## config.mk

```make
export PLATFORM = sky130hd
export DESIGN_NAME = multicycle_control_unit
export DESIGN_NICKNAME = d
export VERILOG_FILES = /design/src/rtl/multicycle_control_unit.sv
export SDC_FILE = /design/constraint.sdc
export NUM_CORES = 1
export LEC_CHECK = 0
export ABC_AREA = 1
export CORE_UTILIZATION = 37
export DETAILED_ROUTE_END_ITERATION = 7
export PLACE_DENSITY = 0.86
export SYNTH_ARGS = -nofsm -noshare
export SYNTH_HDL_FRONTEND = slang
export SYNTH_SLANG_ARGS = --single-unit
```

## constraint.sdc

```tcl
create_clock -name clk -period 2.37 [get_ports clk]
set_input_delay 0.3555 -clock clk [delete_from_list [all_inputs] [get_ports clk]]
set_output_delay 0.3555 -clock clk [all_outputs]
set_load 0.01 [all_outputs]
```

## src/rtl/multicycle_control_unit.sv

```systemverilog
// multicycle_control_unit: Moore FSM sequencing a multi-cycle RV32I datapath
// through IF/ID/EX/MEM/WB. Memory states (IF, MEM) are held MEM_LATENCY cycles.
// Optional build macro MC_PERF_CNT_EN adds retired-instruction and active-cycle
// counters; without it both counter ports are tied to zero.
module multicycle_control_unit #(
    parameter int MEM_LATENCY = 1
) (
    input  logic        clk,
    input  logic        reset,
    input  logic [6:0]  opcode,
    input  logic        is_halted,
    output logic        pc_write,
    output logic        pc_write_cond,
    output logic        pc_source,
    output logic        i_or_d,
    output logic        mem_read,
    output logic        mem_write,
    output logic        ir_write,
    output logic [1:0]  mem_to_reg,
    output logic        reg_write,
    output logic        alu_src_a,
    output logic [1:0]  alu_src_b,
    output logic [1:0]  alu_op,
    output logic        is_ecall,
    output logic        halted,
    output logic [31:0] instr_count,
    output logic [31:0] cycle_count
);

    typedef enum logic [2:0] {
        S_IF   = 3'd0,
        S_ID   = 3'd1,
        S_EX   = 3'd2,
        S_MEM  = 3'd3,
        S_WB   = 3'd4,
        S_HALT = 3'd5
    } state_t;

    localparam logic [6:0] OP_R     = 7'b0110011;
    localparam logic [6:0] OP_I     = 7'b0010011;
    localparam logic [6:0] OP_LOAD  = 7'b0000011;
    localparam logic [6:0] OP_STORE = 7'b0100011;
    localparam logic [6:0] OP_BR    = 7'b1100011;
    localparam logic [6:0] OP_JAL   = 7'b1101111;
    localparam logic [6:0] OP_JALR  = 7'b1100111;
    localparam logic [6:0] OP_ECALL = 7'b1110011;

    // Final wait count of a memory state; wait_cnt never goes beyond it.
    localparam logic [3:0] LAST_WAIT = 4'(MEM_LATENCY - 1);

    state_t     state_q, state_d;
    logic [3:0] wait_q, wait_d;

    // State and memory-wait counter registers.
    always_ff @(posedge clk) begin
        if (reset) begin
            state_q <= S_IF;
            wait_q  <= 4'd0;
        end else begin
            state_q <= state_d;
            wait_q  <= wait_d;
        end
    end

    // Next-state and Moore output decode; everything is forced low during reset.
    always_comb begin
        state_d       = state_q;
        wait_d        = wait_q;
        pc_write      = 1'b0;
        pc_write_cond = 1'b0;
        pc_source     = 1'b0;
        i_or_d        = 1'b0;
        mem_read      = 1'b0;
        mem_write     = 1'b0;
        ir_write      = 1'b0;
        mem_to_reg    = 2'b00;
        reg_write     = 1'b0;
        alu_src_a     = 1'b0;
        alu_src_b     = 2'b00;
        alu_op        = 2'b00;
        is_ecall      = 1'b0;
        halted        = 1'b0;
        unique case (state_q)
            S_IF: begin
                mem_read = 1'b1;
                if (wait_q == LAST_WAIT) begin
                    ir_write  = 1'b1;
                    pc_write  = 1'b1;
                    alu_src_b = 2'b01;
                    state_d   = S_ID;
                    wait_d    = 4'd0;
                end else begin
                    wait_d = wait_q + 4'd1;
                end
            end
            S_ID: begin
                // Branch/JAL target is precomputed into ALUOut here.
                alu_src_b = 2'b10;
                if (opcode == OP_ECALL) begin
                    is_ecall = 1'b1;
                    state_d  = is_halted ? S_HALT : S_IF;
                end else begin
                    state_d = S_EX;
                end
            end
            S_EX: begin
                state_d = S_IF;
                case (opcode)
                    OP_R: begin
                        alu_src_a = 1'b1;
                        alu_op    = 2'b10;
                        state_d   = S_WB;
                    end
                    OP_I: begin
                        alu_src_a = 1'b1;
                        alu_src_b = 2'b10;
                        alu_op    = 2'b10;
                        state_d   = S_WB;
                    end
                    OP_LOAD, OP_STORE: begin
                        alu_src_a = 1'b1;
                        alu_src_b = 2'b10;
                        state_d   = S_MEM;
                    end
                    OP_BR: begin
                        alu_src_a     = 1'b1;
                        alu_op        = 2'b01;
                        pc_write_cond = 1'b1;
                        pc_source     = 1'b1;
                    end
                    OP_JAL: begin
                        reg_write  = 1'b1;
                        mem_to_reg = 2'b10;
                        pc_write   = 1'b1;
                        pc_source  = 1'b1;
                    end
                    OP_JALR: begin
                        alu_src_a = 1'b1;
                        alu_src_b = 2'b10;
                        state_d   = S_WB;
                    end
                    default: ;  // unknown opcode retires as a NOP
                endcase
            end
            S_MEM: begin
                i_or_d    = 1'b1;
                mem_read  = (opcode == OP_LOAD);
                mem_write = (opcode == OP_STORE);
                if (wait_q == LAST_WAIT) begin
                    state_d = (opcode == OP_LOAD) ? S_WB : S_IF;
                    wait_d  = 4'd0;
                end else begin
                    wait_d = wait_q + 4'd1;
                end
            end
            S_WB: begin
                reg_write = 1'b1;
                state_d   = S_IF;
                if (opcode == OP_LOAD) begin
                    mem_to_reg = 2'b01;
                end else if (opcode == OP_JALR) begin
                    mem_to_reg = 2'b10;
                    pc_write   = 1'b1;
                    pc_source  = 1'b1;
                end
            end
            S_HALT: halted = 1'b1;
            default: state_d = S_IF;
        endcase
        if (reset) begin
            pc_write      = 1'b0;
            pc_write_cond = 1'b0;
            pc_source     = 1'b0;
            i_or_d        = 1'b0;
            mem_read      = 1'b0;
            mem_write     = 1'b0;
            ir_write      = 1'b0;
            mem_to_reg    = 2'b00;
            reg_write     = 1'b0;
            alu_src_a     = 1'b0;
            alu_src_b     = 2'b00;
            alu_op        = 2'b00;
            is_ecall      = 1'b0;
            halted        = 1'b0;
        end
    end

`ifdef MC_PERF_CNT_EN
    logic [31:0] instr_q, cycle_q;
    logic        retire;

    // An instruction retires on any return to IF; entering HALT is not a retire.
    assign retire = (state_d == S_IF) && (state_q != S_IF) && (state_q != S_HALT);

    // Performance counters, wrapping naturally at 2^32.
    always_ff @(posedge clk) begin
        if (reset) begin
            instr_q <= 32'd0;
            cycle_q <= 32'd0;
        end else begin
            if (retire)            instr_q <= instr_q + 32'd1;
            if (state_q != S_HALT) cycle_q <= cycle_q + 32'd1;
        end
    end

    assign instr_count = instr_q;
    assign cycle_count = cycle_q;
`else
    assign instr_count = 32'd0;
    assign cycle_count = 32'd0;
`endif

endmodule
```

==> impl_metrics.csv, run 1 <==
group,metric,value,unit
critical_path,cp_max_fo,5,
yosys,synth_area_per_cell,6.41,um2
yosys,netlist_instances,190,
pwr,p_seq_share,24.3,%
die,fp.dieArea,3520,um2
route,dr.pass1.iters,4,
placement,dpl.hpwl,1840,um
clock_network,clk-insertion-delay-late,250,ps
critical_path,r2r_start,"state_q[0]",
die,die_y,59.4,um
route,wl_per_cell,8.30,um
cells_and_area,antenna_cells,0,
pwr,intPower,359,uW
clock_network,cts_buffers,3,
cells_and_area,final_nets,241,
die,coreArea,3080,um2
timing,setup_viol,0,
placement,gp_congestion,0.838,
timing,period_share,95.4,%
clock_network,htreeDepth,1,
cells_and_area,synthToLayoutAreaGrowth,13.6,%
clock_network,clock-sinks,7,
die,die_x,59.4,um
critical_path,rrSetupSlack,1160,ps
cells_and_area,post-route-util,44.9,%
critical_path,crit_required,2010,ps
global_routing,grt_max_degree,7,
pwr,power.density,497,nW/um2
yosys,synth_seq_cells,7,
route,wl,2260,um
timing,fin_skew,0.673,ps
route,dr_total_vias,1091,
clock_network,cts_root_buffer,"clkbuf_4",
die,rows,20,
die,pin_count,91,
yosys,netlist-cell-type-count,26,
die,initial_core_util,39.6,%
pwr,pwr-share-clk,15.9,%
pwr,ir_drop,0.000201,V
timing,rsz0062_at_grt,"false",
clock_network,clk_pin_slew,50,ps
yosys,yosysSeqAreaShare,11.5,%
pwr,power_switching,329,uW
placement,port-buffer-count,26,
pwr,swShare,47.8,%
critical_path,critPathLaunchType,"primary input",
clock_network,clk_path_buf_depth,2,
critical_path,crit_type,"primary input to primary output",
global_routing,antenna_found_initial,0,
route,drt_iter0_drc,11,
global_routing,first_global_vias,913,
global_routing,grt_overflow,0,
yosys,yosys_warnings,0,
pwr,power.leakage,0.815,nW
route,ant_nets,0,
worst_hold_path,hold_path.class,"flop to flop",
critical_path,end_kind,"primary output",
timing,holdWs,494,ps
yosys,netlist_area,1220,um2
route,drc_errors,0,
timing,hold_viol,0,
critical_path,startpoint,"opcode[3]",
critical_path,cp.arrival,1910,ps
worst_hold_path,min_from,"wait_q[0]",
pwr,combPwrFrac,59.8,%
outcome,status,"finished clean",
cells_and_area,layout-drive-gt1-share,16.2,%
global_routing,grt_pass1_wl,3600,um
timing,fmax,442,MHz
timing,min_period,2260,ps
global_routing,track_usage,13.0,%
clock_network,cts_tree,"yes",
route,avgViaCountPerCell,4.01,
timing,slew_viol_final,0,
run,cap_violations,0,
==> synthesized netlist by cell type <==
library cell	number	area (um2)
buf_4	66	495
nand2_1	33	124
nor2_1	16	60.1
inv_1	13	48.8
inv_2	8	30.0
a21oi_1	7	35.0
dfxtp_1	7	140
nand3_1	7	35.0
nor3_1	5	25.0
nand2_2	3	18.8
nor2_4	3	33.8
nor4_1	3	18.8
a31oi_1	2	12.5
ha_1	2	25.0
nor2_2	2	12.5
nor3_2	2	20.0
o21ai_1	2	10.0
clkbuf_1	1	3.75
conb_1	1	3.75
nand2_4	1	11.3
nand3_2	1	10.0
nand3_4	1	17.5
nand4_1	1	6.26
o21ai_0	1	5.00
or2_1	1	6.26
xor2_1	1	8.76
==> what timing repair did <==
action | 4_1_cts | 5_1_grt
setup endpoints to repair | 12 | 4
hold buffers | 0 | 0
buffers inserted | 1 | 2
pin swaps | 2 | 1
gates resized for setup | 11 | 5
==> kinds of logic (layout without fill, tap and decap cells) <==
| logic type | after synthesis | after routing | share of synthesized area [%] |
|---|---|---|---|
| and+or+nand+nor | 79 | 79 | 32.8 |
| buffers and inverters | 88 | 63 | 47.5 |
| DFF | 7 | 7 | 11.5 |
| xor gates and xnor gates | 1 | 1 | 0.720 |
| AOI/OAI and AO/OA | 12 | 12 | 5.14 |
| other | 1 | 64 | 0.308 |
| adders and majority gates | 2 | 2 | 2.06 |
==> critical path, cell delays in order <==
cell	delay, ps
clkdlybuf4s50_1	450
inv_2	80
nand2_1	110
nor2_4	190
buf_4	140
nand2_1	50
nor4_1	210
dlygate4sd2_1	310
==> layout make-up <==
| type | instances | area [um2] |
|---|---|---|
| Clock buffer | 4 | 26.3 |
| Sequential cell | 7 | 140 |
| Multi-Input combinational cell | 158 | 741 |
| Timing Repair Buffer | 38 | 342 |
| Tap cell | 44 | 55.1 |
| Inverter | 21 | 78.8 |
| Fill cell | 315 | 1700 |
==> final timing paths <==
check / end / cells after the start
max: is_ecall / 8
min reg2reg: wait_q[0] / 2
max reg2reg: wait_q[2] / 7
min: wait_q[0] / 2
==> flip-flops by register name (all words and copies together) (netlist names) <==
name and cells:
state_q 3, wait_q 4
==> layer usage <==
metal	GRT usage [%]	vias to the layer above	share of wire (%)
li1	-	539	-
met4	4.42	0	1.4
met1	15.2	483	42
met3	3.28	4	7.6
met5	0	-	0
met2	23.0	65	49
==> cells in the final DEF, fill, tap and decap left out, types with 2 or more instances in the layout <==
cell type	count
dlygate4sd2_1	9
clkbuf_4	3
dlymetal6s2s_1	3
a31oi_1	2
a21oi_1	7
clkdlybuf4s50_1	13
inv_1	13
conb_1	64
ha_1	2
nor2_4	4
inv_2	8
nor3_2	2
nor2_1	16
nand2_2	3
nand3_1	7
buf_4	12
dfxtp_1	7
nor4_1	3
o21ai_1	2
nand2_1	33
nor3_1	5
==> power groups by stage <==
| stage | clock, mW | combinational (mW) | sequential (mW) |
|---|---|---|---|
| 3_5_place_dp | 0 | 0.415 | 0.169 |
| 4_1_cts | 0.112 | 0.409 | 0.167 |
| 3_3_place_gp | 0 | 0.407 | 0.169 |
| 2_1_floorplan | 0 | 0.370 | 0.166 |
| 5_1_grt | 0.119 | 0.455 | 0.170 |
| 6_report | 0.109 | 0.411 | 0.167 |
==> per-stage QoR <==
stage	instance area (um2)	setup TNS, ps	std cells	total power, mW	setup WS, ps
finish	1380	0	272	0.687	109
detailed placement	1340	-1120	265	0.584	-202
floorplan	1450	0	253	0.536	779
CTS	1360	0	270	0.689	11.8
global placement	1340	-879	265	0.576	-131
global route	1380	0	272	0.745	10.1
Note: power is estimated with default switching activity, not from simulation.
==> run 2, diff against run 1 <==
Settings changed: CORE_MARGIN from default to 8.
==> impl_metrics.csv, run 2 (synthesized netlist as in run 1, its figures left out) <==
group,metric,value,unit
outcome,status,"finished clean",
cells_and_area,antenna_cells,0,
cells_and_area,multi_input_area,746,um2
pwr,ir_drop,0.000225,V
critical_path,startpoint,"opcode[2]",
clock_network,htreeDepth,1,
timing,slew_viol_final,0,
die,rows,21,
timing,period_share,94.0,%
pwr,power.density,492,nW/um2
route,dr_total_vias,1065,
cells_and_area,final_nets,243,
placement,gp_congestion,0.868,
clock_network,clk_path_buf_depth,2,
critical_path,rrSetupSlack,1160,ps
cells_and_area,postLayoutCellArea,1410,um2
cells_and_area,post-route-util,43.2,%
die,die_y,73.4,um
cells_and_area,fillerInstances,348,
critical_path,crit_required,2010,ps
timing,hold_viol,0,
critical_path,cp_max_fo,4,
critical_path,r2r_start,"state_q[0]",
global_routing,grt_max_degree,7,
global_routing,first_global_vias,1002,
cells_and_area,reg_top3,"wait_q x4, state_q x3",
critical_path,cp-endpoint,"alu_src_b[1]",
placement,dpl.hpwl,2420,um
cells_and_area,largest_register_ffs,4,
die,fp.dieArea,5380,um2
route,drt_iter0_drc,42,
critical_path,critPathLaunchType,"primary input",
placement,port-buffer-count,26,
run,cap_violations,0,
critical_path,crit_type,"primary input to primary output",
worst_hold_path,hold_path.class,"flop to flop",
clock_network,cts_tree,"yes",
die,coreArea,3260,um2
cells_and_area,layout-drive-gt1-share,17.0,%
placement,place_ws,-115,ps
clock_network,cts_buffers,3,
timing,min_period,2230,ps
die,pin_count,91,
pwr,power.leakage,0.826,nW
critical_path,worstReg2RegEnd,"wait_q[2]",
die,initial_core_util,37.4,%
clock_network,clk-insertion-delay-late,260,ps
route,wl_per_cell,9.84,um
global_routing,track_usage,9.38,%
cells_and_area,seqCellArea,140,um2
clock_network,clock-sinks,7,
clock_network,clk_pin_slew,50,ps
global_routing,antenna_found_initial,0,
placement,place_area,1360,um2
route,dr.pass1.iters,4,
cells_and_area,layout_common_cells,"conb_1 (64), nand2_1 (33), nor2_1 (16)",
cells_and_area,synthToLayoutAreaGrowth,15.6,%
timing,fmax,449,MHz
route,wl,2720,um
cells_and_area,final_common_cell,"conb_1",
die,die_x,73.4,um
timing,fin_ws,142,ps
timing,setup_viol,0,
timing,fin_skew,6.50,ps
global_routing,grt_pass1_wl,4110,um
clock_network,cts_root_buffer,"clkbuf_4",
critical_path,end_kind,"primary output",
global_routing,grt_overflow,0,
cells_and_area,regMostFlops,"wait_q",
critical_path,cp.arrival,1870,ps
route,ant_nets,0,
route,drc_errors,0,
critical_path,reg2reg_depth,7,
route,avgViaCountPerCell,3.86,
run 2: cell types whose count changed in the layout (fill, tap and decap cells not counted):
cell,change
dlygate4sd2_1,+2
nand3_1,-1
clkdlybuf4s15_1,+1
clkbuf_2,-1
buf_4,+2
nand3_2,+1
clkdlybuf4s50_1,-2
run 2: what timing repair did:
item | in CTS | in global routing
pin swaps | 1 | 1
gates resized for setup | 14 | 4
buffers inserted | 1 | 1
hold buffers | 0 | 0
endpoints found under the setup margin | 11 | 3
run 2: critical path, cell delays in order:
cell and delay, ps:
clkdlybuf4s50_1 420, inv_1 80, nand2_1 110, nor2_4 160
buf_4 140, nand2_1 50, nand2_1 60, nand2_1 60
nand2_1 60, nor2_1 40, nor2_1 80, clkdlybuf4s15_1 250
run 2: final cells by class:
type,instances,area share (%)
well taps,46,4.09
flip-flops and latches,7,9.96
inverters,21,5.60
clock buffers,4,1.87
multi-input cells,158,53.0
repair buffers,40,25.5
run 2: per-layer routing:
metal	part of all wire (%)	track usage, %
met5	0	0
met4	1.1	3.99
met3	12	2.86
met2	48	16.5
met1	39	10.1
run 2: worst min path at each step:
stage               slack, ps  cells after the start       from         to
finish                    490                      2  wait_q[0]  wait_q[0]
global route              540                      2  wait_q[3]  wait_q[3]
CTS                       490                      2  wait_q[0]  wait_q[0]
detailed placement        480                      2  wait_q[0]  wait_q[0]
global placement          470                      2  wait_q[0]  wait_q[0]
floorplan                 460                      2  wait_q[0]  wait_q[0]
run 2: metrics by stage:
stage,total power [mW],setup TNS (ps),cells,hold slack [ps]
finish,0.693,0,276,494
detailed placement,0.591,-931,270,483
global route,0.759,-17.3,276,539
global placement,0.581,-883,270,471
CTS,0.700,0,275,492
floorplan,0.536,0,253,456
run 2: report_power, final:
group,switching [mW],internal (mW)
combinational,0.264,0.151
clock,0.0455,0.0644
sequential,0.0252,0.143
==> run 3, diff against run 2 <==
Settings changed: ABC_AREA 1 to default, GPL_ROUTABILITY_DRIVEN from default to 0, PLACE_DENSITY 0.86 to 0.85, SLEW_MARGIN from default to 20.
==> impl_metrics.csv, run 3 <==
group,metric,value,unit
clock_network,cts_tree,"yes",
global_routing,grt_overflow,0,
clock_network,post-cts-setup-buffers,0,
outcome,status,"finished clean",
global_routing,grt_pass1_wl,4610,um
global_routing,antenna_found_initial,0,
die,die_y,73.9,um
global_routing,grt_max_degree,12,
die,pin_count,91,
timing,hold_viol,0,
pwr,intPower,407,uW
route,wl_per_cell,11.9,um
clock_network,cts_buffers,3,
timing,fin_skew,6.29,ps
yosys,synth_area_leaders,"buf_4 (41%), dfxtp_1 (11%), nor2_1 (5.2%)",
yosys,synth_area_per_cell,7.33,um2
critical_path,rrSetupSlack,860,ps
yosys,netlist-cell-type-count,42,
cells_and_area,fillerInstances,357,
pwr,power.density,514,nW/um2
critical_path,cp.arrival,1910,ps
cells_and_area,layout-drive-gt1-share,20.2,%
cells_and_area,largest_register_ffs,4,
cells_and_area,antenna_cells,0,
route,drc_errors,0,
worst_hold_path,whs_path_depth,2,
yosys,async_flop_share,0,%
timing,rsz0062_at_grt,"false",
pwr,pwr-share-clk,14.5,%
pwr,swShare,47.0,%
placement,port-buffer-count,26,
pwr,p_seq_share,23.3,%
cells_and_area,fin_cells,264,
yosys,synth-edff-count,0,
die,die_x,73.9,um
yosys,synth_most_common_cell,"buf_4",
placement,place_area,1470,um2
yosys,synth_top_area_share,40.6,%
clock_network,clk-insertion-delay-late,250,ps
placement,place_inst,260,
clock_network,cts_root_buffer,"clkbuf_4",
yosys,yosysSeqAreaShare,11.3,%
worst_hold_path,hold_path.class,"flop to flop",
cells_and_area,reg_top3,"wait_q x4, state_q x3",
clock_network,htreeDepth,1,
timing,min_period,2260,ps
yosys,ys.flop_type,"dfxtp_1",
timing,setup-tns-final,0,ps
route,dr_total_vias,1126,
cells_and_area,synthToLayoutAreaGrowth,20.7,%
timing,fmax,442,MHz
worst_hold_path,min_from,"wait_q[1]",
route,ant_nets,0,
run,cap_violations,0,
global_routing,first_global_vias,1089,
clock_network,clk_pin_slew,50,ps
global_routing,track_usage,10.4,%
critical_path,worstReg2RegEnd,"state_q[0]",
die,fp.dieArea,5460,um2
route,avgViaCountPerCell,4.27,
pwr,power_switching,362,uW
critical_path,end_kind,"primary output",
critical_path,crit_type,"primary input to primary output",
pwr,ir_drop,0.000246,V
cells_and_area,final_nets,231,
timing,period_share,95.5,%
clock_network,clock-sinks,7,
pwr,combPwrFrac,62.2,%
timing,setup_viol,0,
route,drt_iter0_drc,57,
route,dr.pass1.iters,4,
timing,slew_viol_final,0,
critical_path,crit_required,2010,ps
pwr,power.leakage,0.791,nW
clock_network,clk_path_buf_depth,2,
yosys,synth_common_cells,"buf_4 (67), nor2_1 (17), nand2_1 (10), dfxtp_1 (7), nor3_1 (6)",
yosys,netlist_instances,169,
cells_and_area,final_common_cell,"conb_1",
placement,dpl.hpwl,2680,um
pwr,power.total,769,uW
critical_path,reg2reg_depth,6,
route,wl,3150,um
yosys,synth_largest_area_cell,"buf_4",
critical_path,cp_max_fo,2,
yosys,synth_seq_cells,7,
clock_network,cts_hold_buffers,0,
die,initial_core_util,37.7,%
die,coreArea,3280,um2
cells_and_area,regMostFlops,"wait_q",
yosys,netlist_area,1240,um2
cells_and_area,layout_common_cells,"conb_1 (64), buf_4 (27), nor2_1 (15)",
die,rows,21,
worst_hold_path,holdPathEnd,"wait_q[1]",
critical_path,r2r_start,"wait_q[0]",
critical_path,critPathLaunchType,"primary input",
cells_and_area,postLayoutCellArea,1500,um2
yosys,yosys_warnings,0,
==> run 3: metrics by stage <==
stage | util (%) | worst slack (ps) | hold WS (ps)
after floorplan | - | 576 | 510
after global placement | 44.8 | -255 | 535
after detailed placement | 44.8 | -305 | 545
after CTS | 45.6 | 7.46 | 552
after global routing | 45.5 | 3.88 | 595
final | 45.5 | 107 | 555
==> run 3: critical path: stages <==
cell and delay (ps):
clkdlybuf4s50_1 540, nand3b_4 90, or4_1 440, nor4_1 290, clkbuf_2 190
==> run 3: repair_timing <==
item,4_1_cts,5_1_grt
resized for setup,19,6
pin swaps,0,0
setup endpoints to repair,14,4
==> run 3: cell type report <==
cell class / count / area, um2 / share of cell area [%]
Clock buffer: 4 / 26.3 / 1.76
Inverter: 3 / 11.3 / 0.753
Multi-Input combinational cell: 151 / 821 / 54.9
Sequential cell: 7 / 140 / 9.37
Tap cell: 46 / 57.6 / 3.85
Timing Repair Buffer: 53 / 439 / 29.4
==> run 3: metal layers <==
metal  up-vias  GRT usage, %  share of wire [%]
met2        57          20.2                 53
met1       520          9.91                 35
met5         -             0                  0
met3         4          3.68                 10
li1        545             -                  -
met4         0          3.10                1.2
==> run 3: worst max path at each step <==
stage	start	end	slack, ps
after floorplan	opcode[3]	mem_to_reg[0]	580
after global placement	opcode[6]	mem_to_reg[0]	-250
after detailed placement	opcode[6]	mem_to_reg[0]	-310
after CTS	opcode[1]	mem_to_reg[0]	7
after global routing	opcode[1]	mem_read	4
final	opcode[1]	mem_to_reg[0]	110
==> run 3: power groups by stage <==
stage / combinational [mW] / sequential, mW / clock [mW]
floorplan: 0.415 / 0.156 / 0
global placement: 0.477 / 0.177 / 0
detailed placement: 0.491 / 0.179 / 0
CTS: 0.474 / 0.178 / 0.119
global route: 0.527 / 0.184 / 0.125
finish: 0.479 / 0.179 / 0.111
==> run 3: cell families after synthesis <==
| kind of cell | Yosys count | synth area share (%) |
|---|---|---|
| compound gates | 18 | 11.3 |
| xor+xnor | 2 | 1.41 |
| fa+ha+maj | 2 | 2.02 |
| buf+inv | 74 | 43.1 |
| flops | 7 | 11.3 |
| mux | 2 | 1.62 |
| other cells | 1 | 0.303 |
| simple gates | 63 | 28.9 |
